## config.mk

```make
export PLATFORM = sky130hd
export DESIGN_NAME = pdm_demod
export DESIGN_NICKNAME = d
export VERILOG_FILES = /design/src/rtl/pdm_pkg.sv /design/src/rtl/sync2.sv /design/src/rtl/pdm_demod.sv
export SDC_FILE = /design/constraint.sdc
export NUM_CORES = 1
export LEC_CHECK = 0
export BUFFER_PORTS_ARGS = -buffer_cell sky130_fd_sc_hd__buf_4
export CORE_ASPECT_RATIO = 0.8
export CORE_MARGIN = 10
export CORE_UTILIZATION = 49
export DETAILED_ROUTE_END_ITERATION = 6
export GPL_ROUTABILITY_DRIVEN = 0
export PLACE_DENSITY_LB_ADDON = 0.05
export SYNTH_ARGS = -nofsm -noshare
export SYNTH_HDL_FRONTEND = slang
export SYNTH_SLANG_ARGS = --single-unit
```

## constraint.sdc

```tcl
create_clock -name clk -period 5.6 [get_ports clk]
set_input_delay 0.28 -clock clk [delete_from_list [all_inputs] [get_ports clk]]
set_output_delay 0.28 -clock clk [all_outputs]
set_load 0.005 [all_outputs]
```

## src/rtl/pdm_pkg.sv

```systemverilog
// Shared definitions for the PDM modulator / demodulator pair.
package pdm_pkg;

    // Default output resolution and window size shared by both ends of the link
    localparam int unsigned PDM_N        = 16;
    localparam int unsigned PDM_LOG2_WIN = 8;

    // Map a window ones-count (0..2^log2_win) onto an n-bit level.
    // A completely full window saturates to all-ones instead of overflowing.
    function automatic logic [31:0] scale_level(
        input logic [31:0] total,
        input int unsigned n,
        input int unsigned log2_win
    );
        logic [31:0] full;
        full = (n >= 32) ? '1 : ((32'd1 << n) - 32'd1);
        if (total == (32'd1 << log2_win)) begin
            return full;
        end
        return total << (n - log2_win);
    endfunction

endpackage

```

## src/rtl/sync2.sv

```systemverilog
// Two-flop synchronizer with asynchronous active-high reset.
module sync2 (
    input  logic clk,
    input  logic rst,
    input  logic d,
    output logic q
);

    logic meta;

    // Two-stage capture of an asynchronous input
    always_ff @(posedge clk or posedge rst) begin
        if (rst) begin
            meta <= 1'b0;
            q    <= 1'b0;
        end else begin
            meta <= d;
            q    <= meta;
        end
    end

endmodule

```

## src/rtl/pdm_demod.sv

```systemverilog
// Pulse-density demodulator: counts ones over a 2^LOG2_WIN sample window
// and presents the scaled level on a valid/ready output.
module pdm_demod
    import pdm_pkg::*;
#(
    parameter int unsigned N        = PDM_N,
    parameter int unsigned LOG2_WIN = PDM_LOG2_WIN,
    parameter int unsigned DIV      = 1
) (
    input  logic         clk,
    input  logic         rst,
    input  logic         clear,
    input  logic         pdm_in,
    output logic [N-1:0] level,
    output logic         valid,
    input  logic         ready,
    output logic         overrun
);

    localparam int unsigned WIN   = 1 << LOG2_WIN;
    localparam int unsigned DIV_W = (DIV > 1) ? $clog2(DIV) : 1;
    localparam int unsigned ACC_W = LOG2_WIN + 1;

    logic                bit_s;
    logic [1:0]          warm;
    logic [DIV_W-1:0]    div_cnt;
    logic [LOG2_WIN-1:0] samp_cnt;
    logic [ACC_W-1:0]    acc;
    logic                tick_c;
    logic                win_end_c;
    logic [ACC_W-1:0]    total_c;

    sync2 u_sync (
        .clk (clk),
        .rst (rst),
        .d   (pdm_in),
        .q   (bit_s)
    );

    // Sampling waits until the synchronizer holds real input rather than reset zeros
    always_ff @(posedge clk or posedge rst) begin
        if (rst) begin
            warm <= 2'b00;
        end else begin
            warm <= {warm[0], 1'b1};
        end
    end

    // Tick and window-end decode plus the running total including the current bit
    always_comb begin
        tick_c    = warm[1] && (div_cnt == DIV_W'(DIV - 1));
        win_end_c = tick_c && (samp_cnt == LOG2_WIN'(WIN - 1));
        total_c   = acc + ACC_W'(bit_s);
    end

    // Sample-rate divider
    always_ff @(posedge clk or posedge rst) begin
        if (rst) begin
            div_cnt <= '0;
        end else if (clear) begin
            div_cnt <= '0;
        end else if (warm[1]) begin
            div_cnt <= (div_cnt == DIV_W'(DIV - 1)) ? '0 : div_cnt + DIV_W'(1);
        end
    end

    // Window sample counter and ones accumulator
    always_ff @(posedge clk or posedge rst) begin
        if (rst) begin
            samp_cnt <= '0;
            acc      <= '0;
        end else if (clear) begin
            samp_cnt <= '0;
            acc      <= '0;
        end else if (tick_c) begin
            samp_cnt <= samp_cnt + LOG2_WIN'(1);
            acc      <= win_end_c ? '0 : total_c;
        end
    end

    // Output register with valid/ready handshake and sticky overrun
    always_ff @(posedge clk or posedge rst) begin
        if (rst) begin
            level   <= '0;
            valid   <= 1'b0;
            overrun <= 1'b0;
        end else if (clear) begin
            valid   <= 1'b0;
            overrun <= 1'b0;
        end else if (win_end_c) begin
            level <= N'(scale_level(32'(total_c), N, LOG2_WIN));
            valid <= 1'b1;
            if (valid && !ready) begin
                overrun <= 1'b1;
            end
        end else if (valid && ready) begin
            valid <= 1'b0;
        end
    end

endmodule

```

==> results.tsv <==
stage	metric	value	unit
run_status	status	finished clean	
floorplan	ioPinCount	23	
synthesis	synth_area_per_cell	10.2	um^2
synthesis	yosysMostFrequentCell	dfrtp_1	
global_routing	antenna_found_initial	0	
critical_path	rr_startpoint	acc[0]	
synthesis	synth_flop_cell	dfrtp_1	
critical_path	crit_path_frequent_cell	ha_1	
cts	cts_setup_buffers	0	
critical_path	path_max_fanout	9	
finish	syn_to_final_growth	13.0	%
cts	cts_buffers	5	
timing	drv_slew	0	
synthesis	netlist_instances	162	
floorplan	core	0.00318	mm^2
cts	clock_sinks	32	
drt	dr.pass1.iters	4	
timing	finalSetupViolCount	0	
synthesis	netlist.area_leader.share	48.2	%
power	powerDensity	242	mW/mm^2
worst_hold_path	hold_path.class	input port to async pin	
synthesis	yosysTopAreaCell	dfrtp_1	
critical_path	cp_slowest_stage_delay	0.73	ns
global_routing	overflow	0	
floorplan	die_area	0.00613	mm^2
synthesis	synth-warning-count	0	
floorplan	dieWidth	85.1	um
placed_design	io_buffers	22	
drt	drtIter0Drc	97	
timing	post-route-min-period	2.27	ns
finish	fin_nets	183	
global_routing	grt_pass1_vias	1147	
cts	clk_pin_slew_worst_paths	0.06	ns
timing	finalSetupTns	0	ns
drt	drt.antenna.violating_nets	0	
drt	num_vias	1201	
synthesis	seq_area_frac_synth	48.2	%
critical_path	crit_path_end_kind	flop	
cts	clk_path_buf_depth	2	
synthesis	synth_edf_count	0	
cts	cts_hold_buf	0	
cts	tritoncts	yes	
synthesis	synth_seq_cells	32	
critical_path	slowest_stage	or4_1	
critical_path	path_class	flop to flop	
critical_path	start_kind	flop	
finish	fillers	285	
power	peakVddDrop	0.143	mV
synthesis	synthArstFlopShare	100	%
timing	max_freq	441	MHz
synthesis	synth_area_leaders	dfrtp_1 (48%), xnor2_1 (5.3%), nand2_1 (3.8%), buf_4 (3.2%), xor2_1 (3.2%)	
critical_path	crit_chain	ha_1 -> ha_1 -> nand3_1 -> a22oi_1 -> or4_1 -> o221ai_1	
drt	via_per_inst	5.59	
power	p_leak	0.853	nW
placed_design	dpl.hpwl	2.46	mm
global_routing	grt_pass1_wl	5.86	mm
critical_path	reg2reg_slack	3.33	ns
synthesis	syn_nets	170	
cts	cts_repair_resize_count	0	
placed_design	dp_cells	208	
synthesis	synth_cell_types	42	
finish	final_cells	215	
flow_run	cap_violations	0	
critical_path	r2r-end	level[14]	
cts	htree_levels	2	
drt	route.detailed.wl_per_inst	15.9	um
timing	post-route-period-util	40.5	%
cts	clkLatencyLatePin	0.29	ns
floorplan	rows	18	
finish	drive_above_1_share	21.1	%
timing	rsz0062_at_grt	no	
timing	fin_worst_skew	0.00277	ns
drt	routed_wirelength	3.43	mm
cts	cts_root_buf	clkbuf_8	
synthesis	synthesis.area	0.00166	mm^2
synthesis	ys_top_cells_by_count	dfrtp_1 (32), nand2_1 (17), nor2_1 (13)	
global_routing	grt_max_degree	33	
floorplan	initial_core_util	52.3	%
timing	hold_viol	0	
drt	drc	0	
timing	relSlewSlack	46.0	%
global_routing	grt.total_usage	11.8	%
timing	worst_pin_slew	0.806	ns
critical_path	worst_ep_arrival_time	2.47	ns
critical_path	worstRegToRegCells	6	
critical_path	critical_path_required	5.80	ns
finish	antenna_cells	0	
floorplan	die_height	72.1	um
[registers in the layout, summed over array words and instances, names as in the netlist]
name / cells
acc: 9
level: 9
samp_cnt: 8
warm: 2
overrun: 1
u_sync.meta: 1
u_sync.q: 1
valid: 1
[worst max-delay path by stage]
stage | slack, ns | cells after the start | endpoint | from
floorplan | 3.62 | 7 | level[11] | acc[0]
global placement | 3.45 | 6 | level[13] | acc[0]
detailed placement | 3.35 | 6 | level[14] | acc[0]
CTS | 3.33 | 6 | level[14] | acc[0]
global route | 3.19 | 6 | level[13] | acc[0]
finish | 3.33 | 6 | level[14] | acc[0]
[layout by cell type (no fill, tap or decap), drive strengths merged, types with 2 or more instances in the layout]
master	count
o21ai	9
a21oi	3
a22o	4
dfrtp	32
inv	4
nand4	4
nor3	2
clkbuf	7
nand3	6
or3	2
a31oi	2
buf	23
mux2i	4
nor2	13
and3	2
ha	3
nand2	17
xnor2	10
o221ai	6
and4	2
xor2	6
[where the power goes]
group | switching (mW) | internal, mW
clock network | 0.0825 | 0.109
registers | 0.00369 | 0.235
logic | 0.0143 | 0.00876
[logic make-up (layout without fill, tap and decap cells)]
logic type | count (synthesis) | after routing | share of synthesized area [%]
XOR/XNOR | 16 | 16 | 8.44
buffers and inverters | 21 | 34 | 7.08
AND/OR/NAND/NOR | 54 | 54 | 16.7
flip-flops | 32 | 32 | 48.2
AO/OA/AOI/OAI | 31 | 31 | 14.6
other | 1 | 1 | 0.226
multiplexers | 4 | 4 | 2.41
adder cells (fa/ha/maj) | 3 | 3 | 2.26
[routing by layer]
layer / track usage (%) / share of wire, %
met5: 0 / 0
met4: 3.83 / 1.4
met3: 6.58 / 9.1
met2: 14.6 / 36
met1: 16.5 / 53
[per-stage QoR]
step	area, um^2	setup slack, ns	power (mW)	utilization (%)	hold WS [ns]
after floorplan	1660	3.62	0.258	-	0.311
after global routing	1880	3.19	0.474	59.1	0.0808
after CTS	1880	3.33	0.459	59.1	0.0861
final	1880	3.33	0.454	59.1	0.0706
after detailed placement	1780	3.35	0.267	56.1	0.343
after global placement	1780	3.45	0.266	56.1	0.338
[final cells by class]
| type | instances | area, um^2 | area share (%) |
|---|---|---|---|
| tap | 40 | 50.0 | 2.67 |
| sequential | 32 | 801 | 42.7 |
| inverter | 4 | 15.0 | 0.800 |
| multi-input combinational | 109 | 742 | 39.5 |
| timing repair buffer | 23 | 173 | 9.20 |
| clock buffer | 7 | 96.3 | 5.13 |
[critical path, delay by kind of cell (launching register included)]
family	cells	cell delay (ns)
simple gates	2	0.97
fa+ha+maj	2	0.47
flops	1	0.38
compound gates	2	0.36
Note: power is estimated with default switching activity, not from simulation.
